<file path="src/rtl/tst_cmd_rx_pkg.sv">
// rtl/tst_cmd_rx_pkg.sv - shared types and constants for the test-entry command receiver
package tst_pkg;

   localparam int FRAME_BITS = 8;

   typedef enum logic [2:0] {
      MODE_NONE   = 3'd0,
      MODE_SCAN   = 3'd1,
      MODE_ANALOG = 3'd2,
      MODE_BIST   = 3'd3
   } tst_mode_e;

   typedef enum logic [2:0] {
      RX_IDLE   = 3'd0,
      RX_KEY    = 3'd1,
      RX_CMD    = 3'd2,
      RX_CHK    = 3'd3,
      RX_ACTIVE = 3'd4,
      RX_LOCK   = 3'd5
   } rx_state_e;

endpackage

</file>
<file path="src/rtl/tst_cmd_rx_sync2_edge.sv">
// rtl/tst_cmd_rx_sync2_edge.sv - 2-flop pad synchroniser with optional registered rise pulse
module sync2_edge #(
   parameter bit RISE_EN = 1'b1
) (
   input  logic clk,
   input  logic rst,
   input  logic d_i,
   output logic q_o,
   output logic rise_o
);

   logic [1:0] sync_q;
   logic       prev_q;
   logic       rise_q;

   always_ff @(posedge clk) begin
      if (rst) begin
         sync_q <= 2'b00;
         prev_q <= 1'b0;
         rise_q <= 1'b0;
      end else begin
         sync_q <= {sync_q[0], d_i};
         prev_q <= sync_q[1];
         rise_q <= RISE_EN & sync_q[1] & ~prev_q;
      end
   end

   // Rise pulse is registered so a raw edge reaches the FSM three clocks later.
   assign q_o    = sync_q[1];
   assign rise_o = rise_q;

endmodule

</file>
<file path="src/rtl/tst_cmd_rx.sv">
// rtl/tst_cmd_rx.sv - tester-side key/command/check frame receiver; TSTRX_LOCKOUT_EN adds permanent lockout
module tst_cmd_rx
   import tst_pkg::*;
#(
   parameter logic [7:0]  KEY      = 8'hA5,
   parameter int unsigned TOUT_CYC = 1024,
   parameter int unsigned EXIT_CYC = 16,
   parameter int unsigned MAX_FAIL = 3
) (
   input  logic       clk,
   input  logic       rst,
   input  logic       tst_i,
   input  logic       scl_i,
   input  logic       sda_i,
   output logic [2:0] mode_o,
   output logic       mode_vld_o,
   output logic       frame_err_o,
   output logic       locked_o
);

   localparam int TW = $clog2(TOUT_CYC + 1);
   localparam int EW = $clog2(EXIT_CYC + 1);
   localparam int BW = $clog2(FRAME_BITS);

   logic tst_s, scl_rise, sda_s;
   logic unused_tst_rise, unused_sda_rise, unused_scl_lvl;

   sync2_edge #(.RISE_EN(1'b0)) u_sync_tst (
      .clk(clk), .rst(rst), .d_i(tst_i), .q_o(tst_s), .rise_o(unused_tst_rise));
   sync2_edge #(.RISE_EN(1'b1)) u_sync_scl (
      .clk(clk), .rst(rst), .d_i(scl_i), .q_o(unused_scl_lvl), .rise_o(scl_rise));
   sync2_edge #(.RISE_EN(1'b0)) u_sync_sda (
      .clk(clk), .rst(rst), .d_i(sda_i), .q_o(sda_s), .rise_o(unused_sda_rise));

   rx_state_e         state_q, state_d;
   tst_mode_e         mode_q, mode_d;
   logic [BW-1:0]     bit_q, bit_d;
   logic [TW-1:0]     tout_q, tout_d;
   logic [EW-1:0]     exit_q, exit_d;
   logic [7:0]        sr_q, sr_d;
   logic [7:0]        cmd_q, cmd_d;
   logic              err_q;
   logic              acc_w, rej_w, tout_err_w, perm_lock;
   logic [7:0]        byte_w;
   logic              last_bit, cmd_ok;

   assign byte_w   = {sr_q[FRAME_BITS-2:0], sda_s};
   assign last_bit = scl_rise && (bit_q == BW'(FRAME_BITS - 1));
   assign cmd_ok   = (cmd_q[7:3] == 5'd0) && (cmd_q[2:0] inside {3'd1, 3'd2, 3'd3});

   always_comb begin
      state_d    = state_q;
      mode_d     = mode_q;
      bit_d      = bit_q;
      tout_d     = tout_q;
      exit_d     = exit_q;
      sr_d       = sr_q;
      cmd_d      = cmd_q;
      acc_w      = 1'b0;
      rej_w      = 1'b0;
      tout_err_w = 1'b0;
      case (state_q)
         RX_IDLE: begin
            bit_d  = '0;
            tout_d = '0;
            exit_d = '0;
            if (tst_s) state_d = RX_KEY;
         end
         RX_KEY, RX_CMD, RX_CHK: begin
            // TST loss beats everything; an scl_rise beats a coincident timeout.
            if (!tst_s) begin
               state_d = RX_IDLE;
            end else if (scl_rise) begin
               sr_d   = byte_w;
               bit_d  = bit_q + 1'b1;
               tout_d = '0;
               if (last_bit) begin
                  if (state_q == RX_KEY) begin
                     if (byte_w == KEY) state_d = RX_CMD;
                     else               rej_w   = 1'b1;
                  end else if (state_q == RX_CMD) begin
                     cmd_d   = byte_w;
                     state_d = RX_CHK;
                  end else if (cmd_ok && (byte_w == ~cmd_q)) begin
                     acc_w = 1'b1;
                  end else begin
                     rej_w = 1'b1;
                  end
               end
            end else if (tout_q == TW'(TOUT_CYC - 1)) begin
               tout_err_w = 1'b1;
               state_d    = RX_IDLE;
            end else begin
               tout_d = tout_q + 1'b1;
            end
         end
         RX_ACTIVE: begin
            if (tst_s) begin
               exit_d = '0;
            end else if (exit_q == EW'(EXIT_CYC - 1)) begin
               mode_d  = MODE_NONE;
               state_d = RX_IDLE;
            end else begin
               exit_d = exit_q + 1'b1;
            end
         end
         RX_LOCK: begin
            if (!tst_s && !perm_lock) state_d = RX_IDLE;
         end
         default: state_d = RX_IDLE;
      endcase
      if (acc_w) begin
         mode_d  = tst_mode_e'(cmd_q[2:0]);
         state_d = RX_ACTIVE;
      end
      if (rej_w) state_d = RX_LOCK;
   end

   always_ff @(posedge clk) begin
      if (rst) begin
         state_q <= RX_IDLE;
         mode_q  <= MODE_NONE;
         bit_q   <= '0;
         tout_q  <= '0;
         exit_q  <= '0;
         sr_q    <= '0;
         cmd_q   <= '0;
         err_q   <= 1'b0;
      end else begin
         state_q <= state_d;
         mode_q  <= mode_d;
         bit_q   <= bit_d;
         tout_q  <= tout_d;
         exit_q  <= exit_d;
         sr_q    <= sr_d;
         cmd_q   <= cmd_d;
         err_q   <= rej_w | tout_err_w;
      end
   end

`ifdef TSTRX_LOCKOUT_EN
   localparam int FW = ($clog2(MAX_FAIL + 1) > 2) ? $clog2(MAX_FAIL + 1) : 2;
   logic [FW-1:0] fail_q;

   // Only rejections count; timeouts are treated as a slow ATE, not an attack.
   always_ff @(posedge clk) begin
      if (rst)                            fail_q <= '0;
      else if (acc_w)                     fail_q <= '0;
      else if (rej_w && (fail_q != '1))   fail_q <= fail_q + 1'b1;
   end

   assign perm_lock = (fail_q >= FW'(MAX_FAIL));
`else
   logic unused_lockout;
   assign unused_lockout = acc_w ^ (MAX_FAIL == 0);
   assign perm_lock      = 1'b0;
`endif

   assign mode_o      = mode_q;
   assign mode_vld_o  = (mode_q != MODE_NONE);
   assign frame_err_o = err_q;
   assign locked_o    = (state_q == RX_LOCK);

endmodule

</file>
<file path="config.mk">
export PLATFORM = sky130hd
export DESIGN_NAME = tst_cmd_rx
export DESIGN_NICKNAME = d
export VERILOG_FILES = /design/src/rtl/tst_cmd_rx_pkg.sv /design/src/rtl/tst_cmd_rx_sync2_edge.sv /design/src/rtl/tst_cmd_rx.sv
export SDC_FILE = /design/constraint.sdc
export NUM_CORES = 1
export LEC_CHECK = 0
export BUFFER_PORTS_ARGS = -buffer_cell sky130_fd_sc_hd__buf_2
export CAP_MARGIN = 20
export CELL_PAD_IN_SITES_DETAIL_PLACEMENT = 1
export CELL_PAD_IN_SITES_GLOBAL_PLACEMENT = 1
export CORE_ASPECT_RATIO = 0.7
export CORE_MARGIN = 8
export CORE_UTILIZATION = 46
export CTS_BUF_LIST = sky130_fd_sc_hd__clkbuf_16
export DETAILED_ROUTE_END_ITERATION = 8
export PLACE_DENSITY = 0.82
export SLEW_MARGIN = 10
export SYNTH_ARGS = -nofsm -noshare
export SYNTH_HDL_FRONTEND = slang
export SYNTH_SLANG_ARGS = --single-unit
</file>
<file path="constraint.sdc">
create_clock -name clk -period 2.7 [get_ports clk]
set_input_delay 0.135 -clock clk [delete_from_list [all_inputs] [get_ports clk]]
set_output_delay 0.135 -clock clk [all_outputs]
set_load 0.01 [all_outputs]
</file>
==> results of run 1 <==
## path summary, 6_finish.rpt
kind / slack (ps) / endpoint
max: 570 / state_q[0]
min: 60 / u_sync_sda.sync_q[0]
max reg2reg: 570 / state_q[0]
min reg2reg: 390 / u_sync_scl.rise_o
## where the power goes
| part | internal (uW) | total [uW] | switching, uW |
|---|---|---|---|
| Clock | 340 | 609 | 269 |
| Sequential | 761 | 816 | 55.1 |
| Combinational | 129 | 357 | 228 |
| Total | 1230 | 1780 | 552 |
## sequential cells by signal, indices dropped and copies added (netlist names)
| name | flops |
|---|---|
| bit_q | 3 |
| cmd_q | 8 |
| exit_q | 5 |
| frame_err_o | 1 |
| mode_o | 3 |
| sr_q | 7 |
| state_q | 3 |
| tout_q | 11 |
| u_sync_scl.prev_q | 1 |
| u_sync_scl.rise_o | 1 |
| u_sync_scl.sync_q | 2 |
| u_sync_sda.sync_q | 2 |
| u_sync_tst.sync_q | 2 |
## cells in the mapped netlist, types with 2 or more instances
| cell type | number |
|---|---|
| dfxtp_1 | 49 |
| nor2_1 | 32 |
| mux2i_1 | 19 |
| nand2_1 | 13 |
| a21oi_1 | 10 |
| clkbuf_1 | 10 |
| nor2b_1 | 10 |
| and3_1 | 8 |
| inv_1 | 8 |
| nand3_1 | 8 |
| o21ai_0 | 7 |
| nand2b_1 | 6 |
| ha_1 | 5 |
| nand4_1 | 5 |
| a211oi_1 | 4 |
| xor2_1 | 4 |
| a2111o_1 | 3 |
| and4_1 | 3 |
| nor3_1 | 3 |
| or3_1 | 3 |
| xnor2_1 | 3 |
| a21o_1 | 2 |
| a221oi_1 | 2 |
| a22oi_1 | 2 |
| and2_1 | 2 |
| nor4_1 | 2 |
| nor4b_1 | 2 |
| o211ai_1 | 2 |
| o21a_1 | 2 |
## routing by layer
| layer | vias up | global-route usage (%) | routed length (um) | share of wire, % |
|---|---|---|---|---|
| met5 | - | 0 | 0 | 0 |
| met4 | 0 | 6.77 | 74 | 1.5 |
| met3 | 9 | 3.97 | 198 | 3.9 |
| met2 | 31 | 23.5 | 2200 | 43 |
| li1 | 867 | - | - | - |
| met1 | 855 | 20.0 | 2610 | 51 |
## stage by stage
step / util, % / cell area, um^2 / hold WS (ps)
floorplan: - / 2180 / 214
global placement: 48.6 / 2270 / 351
detailed placement: 48.6 / 2270 / 357
CTS: 51.6 / 2410 / 54.2
global route: 51.6 / 2410 / 67.5
finish: 51.6 / 2410 / 55.9
## worst max-delay path, stage by stage (launching register included)
cell	delay (ps)
dfxtp_1	400
nand4_1	160
or4_1	640
a32o_1	320
or2_1	250
a221oi_1	270
## cells in the final DEF (no fill, tap or decap), types with 6 or more instances in the layout
cell type  synthesis  final
dfxtp_1           49     49
nor2_1            32     32
mux2i_1           19     19
nand2_1           13     13
nor2b_1           10     10
a21oi_1           10     10
buf_2              1     10
and3_1             8      8
inv_1              8      8
nand3_1            8      8
o21ai_0            7      7
nand2b_1           6      6
## kinds of logic (layout without fill, tap and decap cells)
| kind of cell | Yosys count | count (layout) | share of synthesized area, % |
|---|---|---|---|
| DFF | 49 | 49 | 45.0 |
| AOI/OAI and AO/OA | 39 | 39 | 12.1 |
| and+or+nand+nor | 104 | 104 | 25.0 |
| muxes | 19 | 19 | 8.72 |
| xor gates and xnor gates | 7 | 7 | 2.81 |
| adders and majority gates | 5 | 5 | 2.87 |
| buffers and inverters | 20 | 27 | 3.50 |
## layout make-up
| cell class | count | area (um^2) | share of cell area (%) |
|---|---|---|---|
| multi-input cells | 174 | 1120 | 46.6 |
| repair buffers | 12 | 65.1 | 2.70 |
| well taps | 57 | 71.3 | 2.96 |
| clock buffers | 5 | 125 | 5.19 |
| flip-flops and latches | 49 | 981 | 40.7 |
| clock inverters | 2 | 16.3 | 0.674 |
| inverters | 8 | 30.0 | 1.24 |
==> out/results.tsv, run 1 <==
stage	metric	value	unit
cts	Worst-path clk slew	70	ps
synthesis	Async SR Flop Fraction	0	%
synthesis	Yosys cell types	43	
power	Peak VDD IR	376	uV
setup_path	crit start category	flip-flop	
synthesis	sequential fraction of the synthesis area	45.0	%
cts	CTS tree	done	
layout	# fillers	574	
run_status	status	complete, no violations	
sta	RSZ-0062 raised after global routing	no	
routing	drc violations	0	
cts	CTS root buffer	clkbuf_16	
floorplanning	Core Region	4680	um^2
setup_path	Critical Path Sink Type	flip-flop	
routing	Pre-Repair DR Iteration Count	4	
routing	drt total wl	5080	um
routing	vias per inst	5.74	
routing	Wirelength per Cell	16.6	um
sta	worst setup margin	573	ps
floorplanning	die width	98.3	um
run	max-cap violation count	0	
synthesis	FF+latch count, synth	49	
synthesis	Most used DFF post-synth	dfxtp_1	
synthesis	synth top area cells	dfxtp_1 45%, mux2i_1 8.7%, nor2_1 5.5%, ha_1 2.9%, nor2b_1 2.9%	
power	Pwr Total	1780	uW
cts	CTS Sinks	49	
min_path	hold path start	sda_i	
grt	vias in the first global route	1847	
sta	setup TNS	0	ps
floorplanning	Die ar.	7240	um^2
power	Leakage Power	0.000904	uW
floorplanning	initial core utilization	46.6	%
layout	layout cells sized above 1	8.40	%
setup_path	Worst Path Max Fanout	6	
floorplanning	row count	21	
placed_design	placer congestion estimate	0.787	
placed_design	Cells after DPL	300	
floorplanning	die height	73.6	um
synthesis	Synth Area per Inst	8.97	um^2
layout	P&R area growth vs syn	10.6	%
cts	# resized after CTS	0	
layout	# diodes	0	
setup_path	RR Startpoint	tout_q[6]	
grt	largest net degree at the start of global routing	31	
synthesis	Post-Synthesis Cell Area	2180	um^2
sta	worst-margin pin slew	606	ps
setup_path	WP data arrival	2330	ps
placed_design	pre-CTS setup slack	578	ps
layout	nets	260	
synthesis	Syn Nets	253	
synthesis	dominant cell type by area after synthesis	dfxtp_1	
placed_design	hpwl dp	3580	um
cts	clock tree buffer depth	2	
cts	Post-CTS Setup Inserts	0	
grt	global-route usage over all layers	15.4	%
synthesis	Cells after Synth	243	
routing	Iteration-0 DRC Markers	92	
power	Pwr Density	739	nW/um^2
cts	# hold bufs at CTS	0	
routing	via count	1762	
sta	final slew viol count	0	
setup_path	CP startpoint	tout_q[6]	
sta	crit share post-route	78.8	%
routing	post-route antenna net violation count	0	
sta	final hold violation count	0	
sta	Period minus WS final	2130	ps
grt	gr ovfl total	0	
min_path	hold path cells	2	
cts	Num CTS Buffers	5	
placed_design	I/O Buffers	10	
cts	worst skew pair latency	290	ps
sta	final setup skew	6.63	ps
sta	# setup viols final	0	
setup_path	CP required	2900	ps
synthesis	area share of the largest cell type after synthesis	45.0	%
setup_path	critical path type	reg -> reg	
floorplanning	# IOs	11	
grt	first-pass GRT wire length	8910	um
sta	worst rel slew slack	59.2	%
min_path	type of the worst min-delay path	in -> reg	
setup_path	worst reg2reg path depth	5	
layout	final std cells w/o fill	307	
synthesis	synth warn	0	
sta	Fmax	470	MHz
cts	H-tree depth	2	
synthesis	number of synthesized flops with an enable pin	0	
grt	initial antenna violation count	0	
Note: power is estimated with default switching activity, not from simulation.
==> inputs of run 2 (changes only) <==
- CORE_UTILIZATION: 46 -> 42
- PLACE_DENSITY: 0.82 -> 0.79
- clock period: 2.7 -> 1.75 ns (I/O delays scaled with it)
==> run 2 against run 1 <==
Effect of this change: the run now ends with negative setup slack left; non-clock buffer count rose by 46; utilization rose by 6.4 points; critical path type unchanged; critical path depth rose by 3; sequential share of layout area fell by 7.3 points; final area rose by 23%.
==> out/results.tsv, run 2 (synthesized netlist as in run 1, its figures left out) <==
stage	metric	value	unit	change
run_status	status	finished, violations left		
run_status	failing checks	negative setup slack		
layout	max FFs per register	11		unchanged
floorplanning	initial core utilization	42.6	%	-4.0 points
setup_path	WP data arrival	2060	ps	-270 ps
sta	Period minus WS final	1850	ps	-277 ps
min_path	type of the worst min-delay path	in -> reg		
setup_path	crit start category	flip-flop		
cts	CTS root buffer	clkbuf_16		
cts	Num CTS Buffers	5		unchanged
min_path	Hold EP	u_sync_tst.sync_q[0]		
routing	drt total wl	6340	um	+25%
grt	global-route usage over all layers	15.8	%	+0.48 points
layout	most frequent cells in the layout	45 x buf_4, 42 x dfxtp_1, 31 x nor2_1		
cts	CTS Sinks	49		unchanged
floorplanning	row count	22		+4.8%
routing	drc violations	0		unchanged
routing	Iteration-0 DRC Markers	64		-30%
routing	post-route antenna net violation count	0		unchanged
placed_design	hpwl dp	4040	um	+13%
cts	H-tree depth	2		unchanged
floorplanning	die width	102	um	+3.9%
sta	worst hold margin	11.3	ps	-44.6 ps
floorplanning	die height	76.3	um	+3.6%
routing	Pre-Repair DR Iteration Count	4		unchanged
sta	worst-margin pin slew	432	ps	-173 ps
floorplanning	Core Region	5120	um^2	+9.5%
routing	Wirelength per Cell	17.2	um	+3.7%
setup_path	Critical Path Sink Type	flip-flop		
layout	biggest regs	tout_q x11, cmd_q x8, sr_q x7		
layout	layout cells sized above 1	34.3	%	+26 points
setup_path	RR Startpoint	exit_q[0]		
setup_path	capturing point of the worst reg2reg path	state_q[0]		
grt	initial antenna violation count	0		unchanged
setup_path	Worst Path Max Fanout	3		-3
setup_path	worst reg2reg path depth	8		+3
run	max-cap violation count	0		unchanged
floorplanning	# IOs	11		unchanged
placed_design	placer congestion estimate	0.752		-4.4%
sta	RSZ-0062 raised after global routing	yes		
sta	Fmax	541	MHz	+15%
placed_design	I/O Buffers	10		unchanged
cts	# hold bufs at CTS	0		unchanged
sta	worst rel slew slack	71.1	%	+12 points
layout	# fillers	603		+5.1%
min_path	hold path cells	2		unchanged
layout	# diodes	0		unchanged
sta	final setup skew	6.07	ps	-0.558 ps
layout	P&R area growth vs syn	36.2	%	
setup_path	flop-to-flop setup slack	-100	ps	-670 ps
cts	worst skew pair latency	290	ps	about the same
layout	nets	306		+18%
sta	final slew viol count	0		unchanged
layout	Reg with most FFs	tout_q		
sta	crit share post-route	106	%	+27 points
sta	final hold violation count	0		unchanged
cts	clock tree buffer depth	2		unchanged
cts	CTS tree	done		
layout	final core utilization	58.0	%	+6.4 points
setup_path	critical path type	reg -> reg		
setup_path	CP required	1960	ps	-940 ps
routing	vias per inst	5.36		-6.6%
cts	Worst-path clk slew	70	ps	about the same
power	Leakage Power	0.00116	uW	+28%
floorplanning	Die ar.	7790	um^2	+7.7%
routing	via count	1978		+12%
power	Peak VDD IR	502	uV	+34%
sta	# setup viols final	2		+2
grt	vias in the first global route	2119		+15%
power	Pwr Density	1050	nW/um^2	+42%
layout	commonest non-fill, non-tap cell in the layout	buf_4		
grt	first-pass GRT wire length	9870	um	+11%
min_path	hold path start	tst_i		
grt	gr ovfl total	0		unchanged
setup_path	CP startpoint	exit_q[0]		
sta	worst setup margin	-100	ps	-673 ps
grt	largest net degree at the start of global routing	30		-3.2%
## run 2: changes by cell type in the layout (fill, tap and decap cells not counted), sizes merged
cell  previous run  this run
inv              8         9
buf             12        58
## run 2: metrics by stage
step | instance area (um^2) | TNS (ps) | total power [uW] | setup slack [ps] | cells
2_1_floorplan | 2190 | -188 | 1700 | -144 | 243
3_3_place_gp | 2620 | -128 | 1980 | -92.3 | 356
3_5_place_dp | 2620 | -424 | 2010 | -157 | 356
4_1_cts | 2860 | -101 | 3060 | -76.2 | 366
5_1_grt | 2970 | -389 | 3250 | -152 | 369
6_report | 2970 | -117 | 3120 | -100 | 369
## run 2: critical path, stage by stage, from the launching register on
cell	delay (ps)
dfxtp_2	360
ha_4	140
and3_4	200
ha_4	140
a211oi_2	70
a21o_1	160
a32o_2	230
or2_1	240
a221oi_2	230
## run 2: how the worst max path moves through the flow
stage                  to  cells after the start
2_1_floorplan  state_q[0]                      6
3_3_place_gp   state_q[0]                      6
3_5_place_dp   state_q[0]                      6
4_1_cts        state_q[0]                      8
5_1_grt        state_q[0]                      8
6_report       state_q[0]                      8
## run 2: power by group
| group | switching (uW) | total [uW] | internal [uW] | leakage, uW |
|---|---|---|---|---|
| Combinational | 500 | 915 | 415 | 0.000690 |
| Clock | 435 | 967 | 533 | 0.0000702 |
| Sequential | 62.1 | 1240 | 1180 | 0.000400 |
## run 2: area by class of cell
class,count,area (um^2),share of cell area (%)
timing repair buffer,58,430,14.5
multi-input combinational,174,1280,43.2
clock buffer,5,125,4.21
tap,72,90.1,3.03
inverter,8,30.0,1.01
sequential,49,990,33.3
clock inverter,3,21.3,0.716
## run 2: layer usage
layer / vias to the layer above / GRT usage, % / routed length [um]
met1: 960 / 19.5 / 2890
met2: 36 / 25.4 / 3110
li1: 969 / - / -
met5: - / 0 / 0
met4: 0 / 6.72 / 122
met3: 13 / 3.92 / 217
## run 2: what timing repair did
item | in CTS | in global routing
setup buffers | 2 | 3
endpoints found under the setup margin | 9 | 25
resized for setup | 19 | 22
pin swaps | 5 | 5
==> inputs of run 3 (changes only) <==
- ABC_AREA: unset -> 1
- CORE_UTILIZATION: 42 -> 39
- PLACE_DENSITY: 0.79 -> 0.78
==> run 3 against run 2 <==
Effect of this change: the run now ends clean; non-clock buffer count decreased by 39; combinational power decreased by 4.0%; critical endpoint is now exit_q[3]; die area increased by 12%.
==> out/results.tsv, run 3 <==
stage	metric	value	unit	change
min_path	hold path cells	3		+1
layout	layout cells sized above 1	14.0	%	-20 points
cts	# hold bufs at CTS	0		unchanged
layout	biggest regs	tout_q x11, cmd_q x8, sr_q x7		
sta	setup TNS	0	ps	+117 ps
setup_path	worst reg2reg path depth	10		+2
layout	Reg with most FFs	tout_q		
synthesis	most common cell in the synthesized netlist	nand2_1		
placed_design	placer congestion estimate	0.883		+17%
sta	final hold violation count	0		unchanged
setup_path	crit start category	flip-flop		
run	max-cap violation count	0		unchanged
routing	Iteration-0 DRC Markers	101		+58%
floorplanning	die height	80.7	um	+5.8%
sta	worst rel slew slack	68.9	%	-2.2 points
floorplanning	Die ar.	8760	um^2	+12%
synthesis	area share of the largest cell type after synthesis	42.0	%	-3.0 points
cts	Post-CTS Setup Inserts	0		-2
floorplanning	initial core utilization	40.6	%	-2.0 points
synthesis	Most used DFF post-synth	dfxtp_1		
sta	# setup viols final	0		-2
placed_design	hpwl dp	4570	um	+13%
synthesis	Synth Area per Inst	6.91	um^2	-23%
synthesis	Post-Synthesis Cell Area	2330	um^2	+7.1%
synthesis	synth warn	0		unchanged
sta	worst-margin pin slew	462	ps	+29.8 ps
layout	commonest non-fill, non-tap cell in the layout	nand2_1		
placed_design	I/O Buffers	10		unchanged
placed_design	Area after DPL	2510	um^2	-4.2%
cts	# resized after CTS	0		-19
sta	final slew viol count	0		unchanged
synthesis	Async SR Flop Fraction	0	%	unchanged
cts	Num CTS Buffers	5		unchanged
power	Pwr Density	1140	nW/um^2	+8.6%
cts	CTS root buffer	clkbuf_16		
grt	vias in the first global route	2124		+0.24%
setup_path	CP required	1910	ps	-50 ps
routing	Wirelength per Cell	13.6	um	-21%
cts	H-tree depth	2		unchanged
layout	# diodes	0		unchanged
min_path	type of the worst min-delay path	in -> reg		
routing	drc violations	0		unchanged
min_path	Hold EP	u_sync_tst.sync_q[0]		
routing	via count	2139		+8.1%
power	Leakage Power	0.00121	uW	+4.3%
layout	nets	368		+20%
grt	gr ovfl total	0		unchanged
routing	post-route antenna net violation count	0		unchanged
synthesis	Syn Nets	348		+38%
grt	global-route usage over all layers	14.1	%	-1.8 points
synthesis	synth top area cells	dfxtp_1 42%, nand2_1 10%, inv_1 7.7%, nor2_1 7.7%, a21oi_1 6.9%		
sta	crit share post-route	94.7	%	-11 points
routing	Pre-Repair DR Iteration Count	4		unchanged
setup_path	RR Startpoint	exit_q[0]		
setup_path	Critical Path Sink Type	flip-flop		
sta	Period minus WS final	1660	ps	-193 ps
setup_path	capturing point of the worst reg2reg path	exit_q[3]		
min_path	hold path start	tst_i		
synthesis	sequential fraction of the synthesis area	42.0	%	-3.0 points
cts	worst skew pair latency	290	ps	about the same
grt	largest net degree at the start of global routing	21		-30%
grt	first-pass GRT wire length	9890	um	+0.14%
cts	clock tree buffer depth	2		unchanged
power	Peak VDD IR	393	uV	-22%
layout	P&R area growth vs syn	14.2	%	
setup_path	flop-to-flop setup slack	90	ps	+190 ps
floorplanning	die width	108	um	+6.2%
cts	CTS Sinks	49		unchanged
grt	initial antenna violation count	0		unchanged
synthesis	synth cell count leaders	63 x nand2_1, 49 x dfxtp_1, 48 x inv_1, 48 x nor2_1, 32 x a21oi_1		
sta	RSZ-0062 raised after global routing	yes		
routing	vias per inst	4.94		-7.8%
layout	Design Area, Final	2670	um^2	-10%
synthesis	FF+latch count, synth	49		unchanged
run_status	status	complete, no violations		
synthesis	Cells after Synth	338		+39%
routing	drt total wl	5900	um	-6.8%
setup_path	critical path type	reg -> reg		
layout	most frequent cells in the layout	62 x nand2_1, 49 x inv_1, 47 x nor2_1, 47 x dfxtp_1, 32 x a21oi_1		
setup_path	Worst Path Max Fanout	7		+4
floorplanning	# IOs	11		unchanged
setup_path	WP data arrival	1820	ps	-240 ps
layout	max FFs per register	11		unchanged
cts	Worst-path clk slew	60	ps	about the same
synthesis	dominant cell type by area after synthesis	dfxtp_1		
synthesis	Yosys cell types	31		-28%
cts	CTS tree	done		
power	Pwr Total	3050	uW	-2.5%
sta	Fmax	603	MHz	+12%
floorplanning	row count	23		+4.5%
synthesis	number of synthesized flops with an enable pin	0		unchanged
sta	final setup skew	3.72	ps	-2.35 ps
floorplanning	Core Region	5760	um^2	+12%
[run 3: cell types whose count changed after synthesis, moves of 7 or more]
cell | previous run | this run
nor2b_1 | 10 | 0
nand3_1 | 8 | 20
and3_1 | 8 | 1
clkbuf_1 | 10 | 3
mux2i_1 | 19 | 0
nand2_1 | 13 | 63
nor2_1 | 32 | 48
o21ai_0 | 7 | 24
inv_1 | 8 | 48
a21oi_1 | 10 | 32
[run 3: cell families (layout without fill, tap and decap cells)]
group / count (synthesis) / count (layout) / synth area share, %
simple gates: 155 / 155 / 29.4
fa+ha+maj: 5 / 5 / 2.68
compound gates: 65 / 65 / 14.7
flops: 49 / 49 / 42.0
buf+inv: 62 / 82 / 10.4
xor+xnor: 2 / 2 / 0.750
[run 3: stage by stage]
step | hold WS [ps] | utilization [%] | worst slack, ps | std cells
floorplan | 157 | - | 219 | 338
global placement | 294 | 43.7 | 102 | 426
detailed placement | 298 | 43.7 | 38.4 | 426
CTS | 0.871 | 46.0 | 10.5 | 433
global route | 11.1 | 46.3 | -26.0 | 433
finish | 1.56 | 46.3 | 92.8 | 433
[run 3: worst max-delay path by stage]
stage,from,to,cells after the start
finish,exit_q[0],exit_q[3],10
global route,state_q[0],tout_q[2],8
CTS,exit_q[0],exit_q[3],10
detailed placement,exit_q[0],exit_q[3],10
global placement,exit_q[0],exit_q[3],10
floorplan,exit_q[0],exit_q[3],10
[run 3: layer usage]
layer | vias up | global-route usage [%] | wire (um)
li1 | 1111 | - | -
met1 | 995 | 20.4 | 3220
met2 | 28 | 20.7 | 2420
met3 | 5 | 3.08 | 226
met4 | 0 | 3.27 | 36
met5 | - | 0 | 0
[run 3: report_power, final]
group / internal, uW / switching, uW / total, uW
clock network: 512 / 395 / 907
registers: 1200 / 64.5 / 1260
logic: 269 / 609 / 878
[run 3: final cells by class]
type,instances,area (um^2)
Multi-Input combinational cell,227,1130
Fill cell,756,3090
Clock inverter,2,7.51
Inverter,56,210
Sequential cell,49,983
Timing Repair Buffer,19,118
Clock buffer,5,125
Tap cell,75,93.8
[run 3: critical path, cell delays in order, from the launching register on]
cell	delay, ps
dfxtp_2	350
ha_1	170
nand2_1	70
nor2_1	100
ha_2	210
nand3_1	140
nand2_2	120
inv_2	70
nand4_1	90
xor2_1	160
nor2_1	50
